==> src/rtl/mc_port_arbiter.sv <==
// mc_port_arbiter: merges NPORTS native command ports into a single command
// stream toward the bank machines, and routes in-order read data back to the
// port that issued each read.
// - Round-robin grant across eligible requesters into a one-entry output slot.
// - Reads are admitted only while the read-tag FIFO has room; writes always.
// - The read-tag FIFO remembers the issuing port of every accepted read so
//   returned beats can be steered; a beat with no tag sets a sticky error.
// Optional feature: define MC_ARB_PORT0_PRIO_EN to give port 0 absolute
// priority over the round-robin ring (port 0 wins leave rr_ptr untouched).
module mc_port_arbiter #(
  parameter int NPORTS   = 4,
  parameter int ADDR_W   = 24,
  parameter int DATA_W   = 256,
  parameter int RD_DEPTH = 16
) (
  input  logic                       clk,
  input  logic                       rst,
  input  logic [NPORTS-1:0]          cmd_valid,
  output logic [NPORTS-1:0]          cmd_ready,
  input  logic [NPORTS-1:0]          cmd_we,
  input  logic [NPORTS*ADDR_W-1:0]   cmd_addr,
  output logic                       m_cmd_valid,
  input  logic                       m_cmd_ready,
  output logic                       m_cmd_we,
  output logic [ADDR_W-1:0]          m_cmd_addr,
  output logic [$clog2(NPORTS)-1:0]  m_cmd_port,
  input  logic                       m_rdata_valid,
  input  logic [DATA_W-1:0]          m_rdata,
  output logic [NPORTS-1:0]          rdata_valid,
  output logic [DATA_W-1:0]          rdata,
  output logic                       rd_underflow
);

  localparam int PW = $clog2(NPORTS);
  localparam int AW = $clog2(RD_DEPTH);
  localparam int CW = AW + 1;

  localparam logic [NPORTS-1:0] ONE_HOT0 = {{(NPORTS-1){1'b0}}, 1'b1};

  logic [PW-1:0]     rr_ptr;
  logic [CW-1:0]     tag_cnt;
  logic [AW-1:0]     wr_ptr;
  logic [AW-1:0]     rd_ptr;
  logic [PW-1:0]     tag_mem [RD_DEPTH];

  logic              slot_free;
  logic              rd_room;
  logic [NPORTS-1:0] elig_p0;
  logic              found_p0;
  logic [PW-1:0]     win_p0;
  logic [PW-1:0]     scan_idx;
  logic              sel_we_p0;
  logic [ADDR_W-1:0] sel_addr_p0;
  logic              accept_p0;
  logic              rr_adv;
  logic              push;
  logic              pop;

  // The slot can take a new command if it is empty or draining this cycle.
  assign slot_free = !m_cmd_valid || m_cmd_ready;
  // A read may only be admitted while a tag slot is available for it.
  assign rd_room   = tag_cnt < CW'(RD_DEPTH);
  assign elig_p0   = cmd_valid & (cmd_we | {NPORTS{rd_room}});

  // Winner search: first eligible port scanning upward from rr_ptr.
  always_comb begin
    found_p0 = 1'b0;
    win_p0   = '0;
    scan_idx = '0;
    for (int k = 0; k < NPORTS; k++) begin
      scan_idx = PW'((int'(rr_ptr) + k) % NPORTS);
      if (!found_p0 && elig_p0[scan_idx]) begin
        found_p0 = 1'b1;
        win_p0   = scan_idx;
      end
    end
`ifdef MC_ARB_PORT0_PRIO_EN
    if (elig_p0[0]) begin
      found_p0 = 1'b1;
      win_p0   = '0;
    end
`endif
  end

  // Select the winner's command fields.
  always_comb begin
    sel_we_p0   = 1'b0;
    sel_addr_p0 = '0;
    for (int i = 0; i < NPORTS; i++) begin
      if (win_p0 == PW'(i)) begin
        sel_we_p0   = cmd_we[i];
        sel_addr_p0 = cmd_addr[i*ADDR_W +: ADDR_W];
      end
    end
  end

  assign accept_p0 = found_p0 && slot_free && !rst;
  assign cmd_ready = accept_p0 ? (ONE_HOT0 << win_p0) : '0;

`ifdef MC_ARB_PORT0_PRIO_EN
  // Priority wins by port 0 do not disturb the ring position of the others.
  assign rr_adv = accept_p0 && (win_p0 != '0);
`else
  assign rr_adv = accept_p0;
`endif

  assign push = accept_p0 && !sel_we_p0;
  assign pop  = m_rdata_valid && (tag_cnt != '0) && !rst;

  // Read return is steered combinationally from the FIFO head tag.
  assign rdata_valid = pop ? (ONE_HOT0 << tag_mem[rd_ptr]) : '0;
  assign rdata       = m_rdata;

  // Control state: slot valid, ring pointer, FIFO pointers/count, error flag.
  always_ff @(posedge clk) begin
    if (rst) begin
      m_cmd_valid  <= 1'b0;
      rr_ptr       <= '0;
      wr_ptr       <= '0;
      rd_ptr       <= '0;
      tag_cnt      <= '0;
      rd_underflow <= 1'b0;
    end else begin
      if (accept_p0) begin
        m_cmd_valid <= 1'b1;
      end else if (m_cmd_ready) begin
        m_cmd_valid <= 1'b0;
      end

      if (rr_adv) begin
        rr_ptr <= (win_p0 == PW'(NPORTS-1)) ? '0 : win_p0 + 1'b1;
      end

      if (push) begin
        wr_ptr <= wr_ptr + 1'b1;
      end
      if (pop) begin
        rd_ptr <= rd_ptr + 1'b1;
      end
      case ({push, pop})
        2'b10:   tag_cnt <= tag_cnt + 1'b1;
        2'b01:   tag_cnt <= tag_cnt - 1'b1;
        default: tag_cnt <= tag_cnt;
      endcase

      if (m_rdata_valid && (tag_cnt == '0)) begin
        rd_underflow <= 1'b1;
      end
    end
  end

  // Data path: slot fields and tag storage load only on accept, never reset.
  always_ff @(posedge clk) begin
    if (accept_p0) begin
      m_cmd_we   <= sel_we_p0;
      m_cmd_addr <= sel_addr_p0;
      m_cmd_port <= win_p0;
    end
    if (push) begin
      tag_mem[wr_ptr] <= win_p0;
    end
  end

endmodule

==> config.mk <==
export PLATFORM = sky130hd
export DESIGN_NAME = mc_port_arbiter
export DESIGN_NICKNAME = d
export VERILOG_FILES = /design/src/rtl/mc_port_arbiter.sv
export SDC_FILE = /design/constraint.sdc
export NUM_CORES = 1
export LEC_CHECK = 0
export ABC_AREA = 0
export CORE_AREA = 5 5 255 257
export DETAILED_ROUTE_END_ITERATION = 12
export DIE_AREA = 0 0 260 262
export PLACE_DENSITY_LB_ADDON = 0.3
export SLEW_MARGIN = 40
export SYNTH_ARGS = -nofsm -noshare
export SYNTH_HDL_FRONTEND = slang
export SYNTH_SLANG_ARGS = --single-unit
export TNS_END_PERCENT = 50
==> constraint.sdc <==
create_clock -name clk -period 5.79 [get_ports clk]
set_input_delay 1.158 -clock clk [delete_from_list [all_inputs] [get_ports clk]]
set_output_delay 1.158 -clock clk [all_outputs]
set_load 0.005 [all_outputs]
==> reports/qor.yml <==
outcome:
  outcome: "finished, final reports clean"
die:
  die_w_um: 260
  dieArea_um2: 68100
  initial_core_util_pct: 10.2
  ios: 657
  core.rowCount: 92
  core_um2: 62500
  fp.dieH_um: 262
power_and_ir_drop:
  p_int_mw: 1.70
  p_clk_share_pct: 22.4
  power.leakage_nw: 2.26
  p_switching_mw: 1.17
  p_comb_share_pct: 46.8
  sequentialPowerShare_pct: 30.9
  powerDensity_nw_per_um2: 396
  ir_drop_uv: 195
  power.share.switching_pct: 40.7
clocking:
  cts_root_buf: "clkbuf_16"
  cts-hold-fix-buffers: 0
  htree_levels: 3
  cts_buffer_depth: 2
  cts_setup_buffers: 0
  clk_latency_ns: 0.38
  cts_resized: 0
  cts_tree: "yes"
  cts_buffers: 9
  clkTransAtPathRegs_ns: 0.06
  cts.sinks: 80
sta:
  rsz0062_at_grt: "false"
  fin_crit_ns: 5.16
  period_share_pct: 89.1
  setup_viol: 0
  tightest_slew_ns: 0.704
  final.setup_skew_ns: 0.0179
  clock.fmax_mhz: 194
  drv_slew: 0
  relSlewSlack_pct: 52.9
  hold_violations: 0
  setup_tns_ns: 0
drt:
  drt_iter0_drc: 209
  wl_mm: 54.0
  wl_per_cell_um: 38.0
  viasPerCell: 3.11
  drc: 0
  vias: 4419
  ant_nets: 0
  drt-pass1-iter-count: 5
cells_and_area:
  fin_nets: 943
  area_growth_pct: 13.6
  final_cell_area_um2: 7240
  final_cells: 1419
  fillers: 7215
  drive_gt1_share_pct: 9.63
critical_path:
  critPathCaptureType: "primary output"
  rrSetupSlack_ns: 1.75
  worstPathCellList: "clkdlybuf4s50_1 > nand2b_1 > a311o_1 > a2bb2oi_1 > and2_1 > ha_2 > buf_4 > and3_1 > clkdlybuf4s50_1"
  critical_path_class: "input port to primary output"
  ff2ff_path_depth: 16
  path_max_fanout: 32
  arrival_ns: 4.00
  cp-start-kind: "input port"
  crit_slowest_cell: "clkdlybuf4s50_1"
  r2r_start: "tag_cnt[4]"
  cpPeakStageDelay_ns: 0.50
  timing.critical_path.buf_inv: 3
  crit_top_cell: "clkdlybuf4s50_1"
  crit_family: "buffers and inverters"
  critPathRequiredTime_ns: 4.63
  r2r-end: "tag_cnt[4]"
run:
  drv_cap: 0
global_routing:
  overflow: 0
  grt_max_degree: 49
  grt_pass1_vias: 4616
  antenna_found_initial: 7
  grt_pass1_wl_mm: 63.6
  grt_usage_pct: 15.2
min_path:
  min_path_cells: 2
  min-delay-start: "rd_underflow"
  hold_end: "rd_underflow"
  min_path_type: "flip-flop to flip-flop"
synth:
  synth_nets: 1064
  yosysWarningCount: 0
  synthMostInstantiatedCell: "buf_4"
  syn_inst: 687
  synth_top_flop_cell: "edfxtp_1"
  synthArstFlopShare_pct: 0
  yosysSeqAreaShare_pct: 34.4
  netlist_top_cells_count: "buf_4 (257), edfxtp_1 (59), a21oi_1 (55), nand2_1 (55), o21ai_0 (28)"
  synth_area_um2: 6370
  synth_edf_count: 59
  synthTopCellsByArea: "buf_4 (30%), edfxtp_1 (28%), dfxtp_1 (6.6%)"
  synth_seq_cells: 80
  ys_types: 55
  synth_top_area_cell: "buf_4"
  syn_avg_cell_area_um2: 9.28
  synth_top_area_share_pct: 30.3
place:
  numPortBuffers: 144
  dp.cells: 1401
  dpl.hpwl_mm: 48.0
  dpl_cell_area_um2: 6940
  place.gp.congestion: 0.875
## cells by family after synthesis
group	synth area share, %
DFF	34.4
AOI/OAI and AO/OA	10.7
adders and majority gates	2.55
and+or+nand+nor	13.7
buffers and inverters	33.1
xor gates and xnor gates	0.824
muxes	4.73
## cell type report
class	count	area, um2	area share (%)
multi-input cells	307	2100	29.0
flip-flops and latches	80	2190	30.3
diodes	2	5.00	0.0691
clock inverters	7	76.3	1.05
well taps	846	1060	14.6
repair buffers	159	1550	21.5
inverters	9	33.8	0.466
clock buffers	9	225	3.11
## routing by layer
metal  GRT usage (%)  routed length, um  vias to the layer above
met3            25.1              18400                       73
met4            4.15               1410                        8
li1                -                  -                     1862
met1            10.4              12900                     1959
met2            20.4              21200                      517
met5            1.78                150                        -
## registers in the layout, indices dropped and copies added, names as in the netlist, named ones only
register / cells
m_cmd_addr: 24
m_cmd_port: 2
m_cmd_valid: 1
m_cmd_we: 1
rd_ptr: 4
rd_underflow: 1
rr_ptr: 2
tag_cnt: 5
tag_mem: 32
wr_ptr: 4
## metrics by stage
stage          utilization (%)  power [mW]  hold WS, ns  worst slack, ns
5_1_grt                   11.6        3.11        0.515            0.460
4_1_cts                   11.6        2.96        0.498            0.613
2_1_floorplan                -        1.74        0.460            0.884
6_report                  11.6        2.87        0.501            0.633
3_5_place_dp              11.1        2.30        0.480            0.622
3_3_place_gp              11.1        2.28        0.455            0.675
## how the worst max path moves through the flow
stage	cells past startpoint	slack, ns	startpoint	end
floorplan	18	0.88	cmd_we[0]	tag_cnt[4]
global placement	9	0.67	cmd_we[0]	cmd_ready[3]
detailed placement	9	0.62	cmd_we[0]	cmd_ready[3]
CTS	9	0.61	cmd_we[0]	cmd_ready[3]
global route	9	0.46	cmd_we[0]	cmd_ready[3]
finish	9	0.63	cmd_we[0]	cmd_ready[3]
## tightest hold or removal path, delay by kind of cell (launching register included)
| kind | cells | cell delay [ns] |
|---|---|---|
| DFF | 1 | 0.35 |
| AOI/OAI and AO/OA | 1 | 0.05 |
| and+or+nand+nor | 1 | 0.07 |
## cell usage in the layout (no fill, tap or decap), types with 5 or more instances in the layout
master,instances
nand2b_1,10
clkbuf_16,9
edfxtp_1,59
buf_4,15
o21ai_0,28
inv_1,7
mux4_2,8
dfxtp_1,21
nand3_1,7
nand2_1,55
nand3b_1,26
nor2_1,16
ha_1,9
clkdlybuf4s50_1,144
mux2i_1,11
and3_1,11
xor2_1,5
a21oi_1,55
nor2b_1,5
## power by group through the flow
stage                     clock network [mW]  logic [mW]  registers [mW]
final                                  0.642        1.34           0.886
after global routing                   0.693        1.51           0.903
after CTS                              0.675        1.40           0.889
after detailed placement                   0        1.40           0.901
after global placement                     0        1.38           0.902
after floorplan                            0       0.874           0.867
Power figures use the tool's default switching activity.
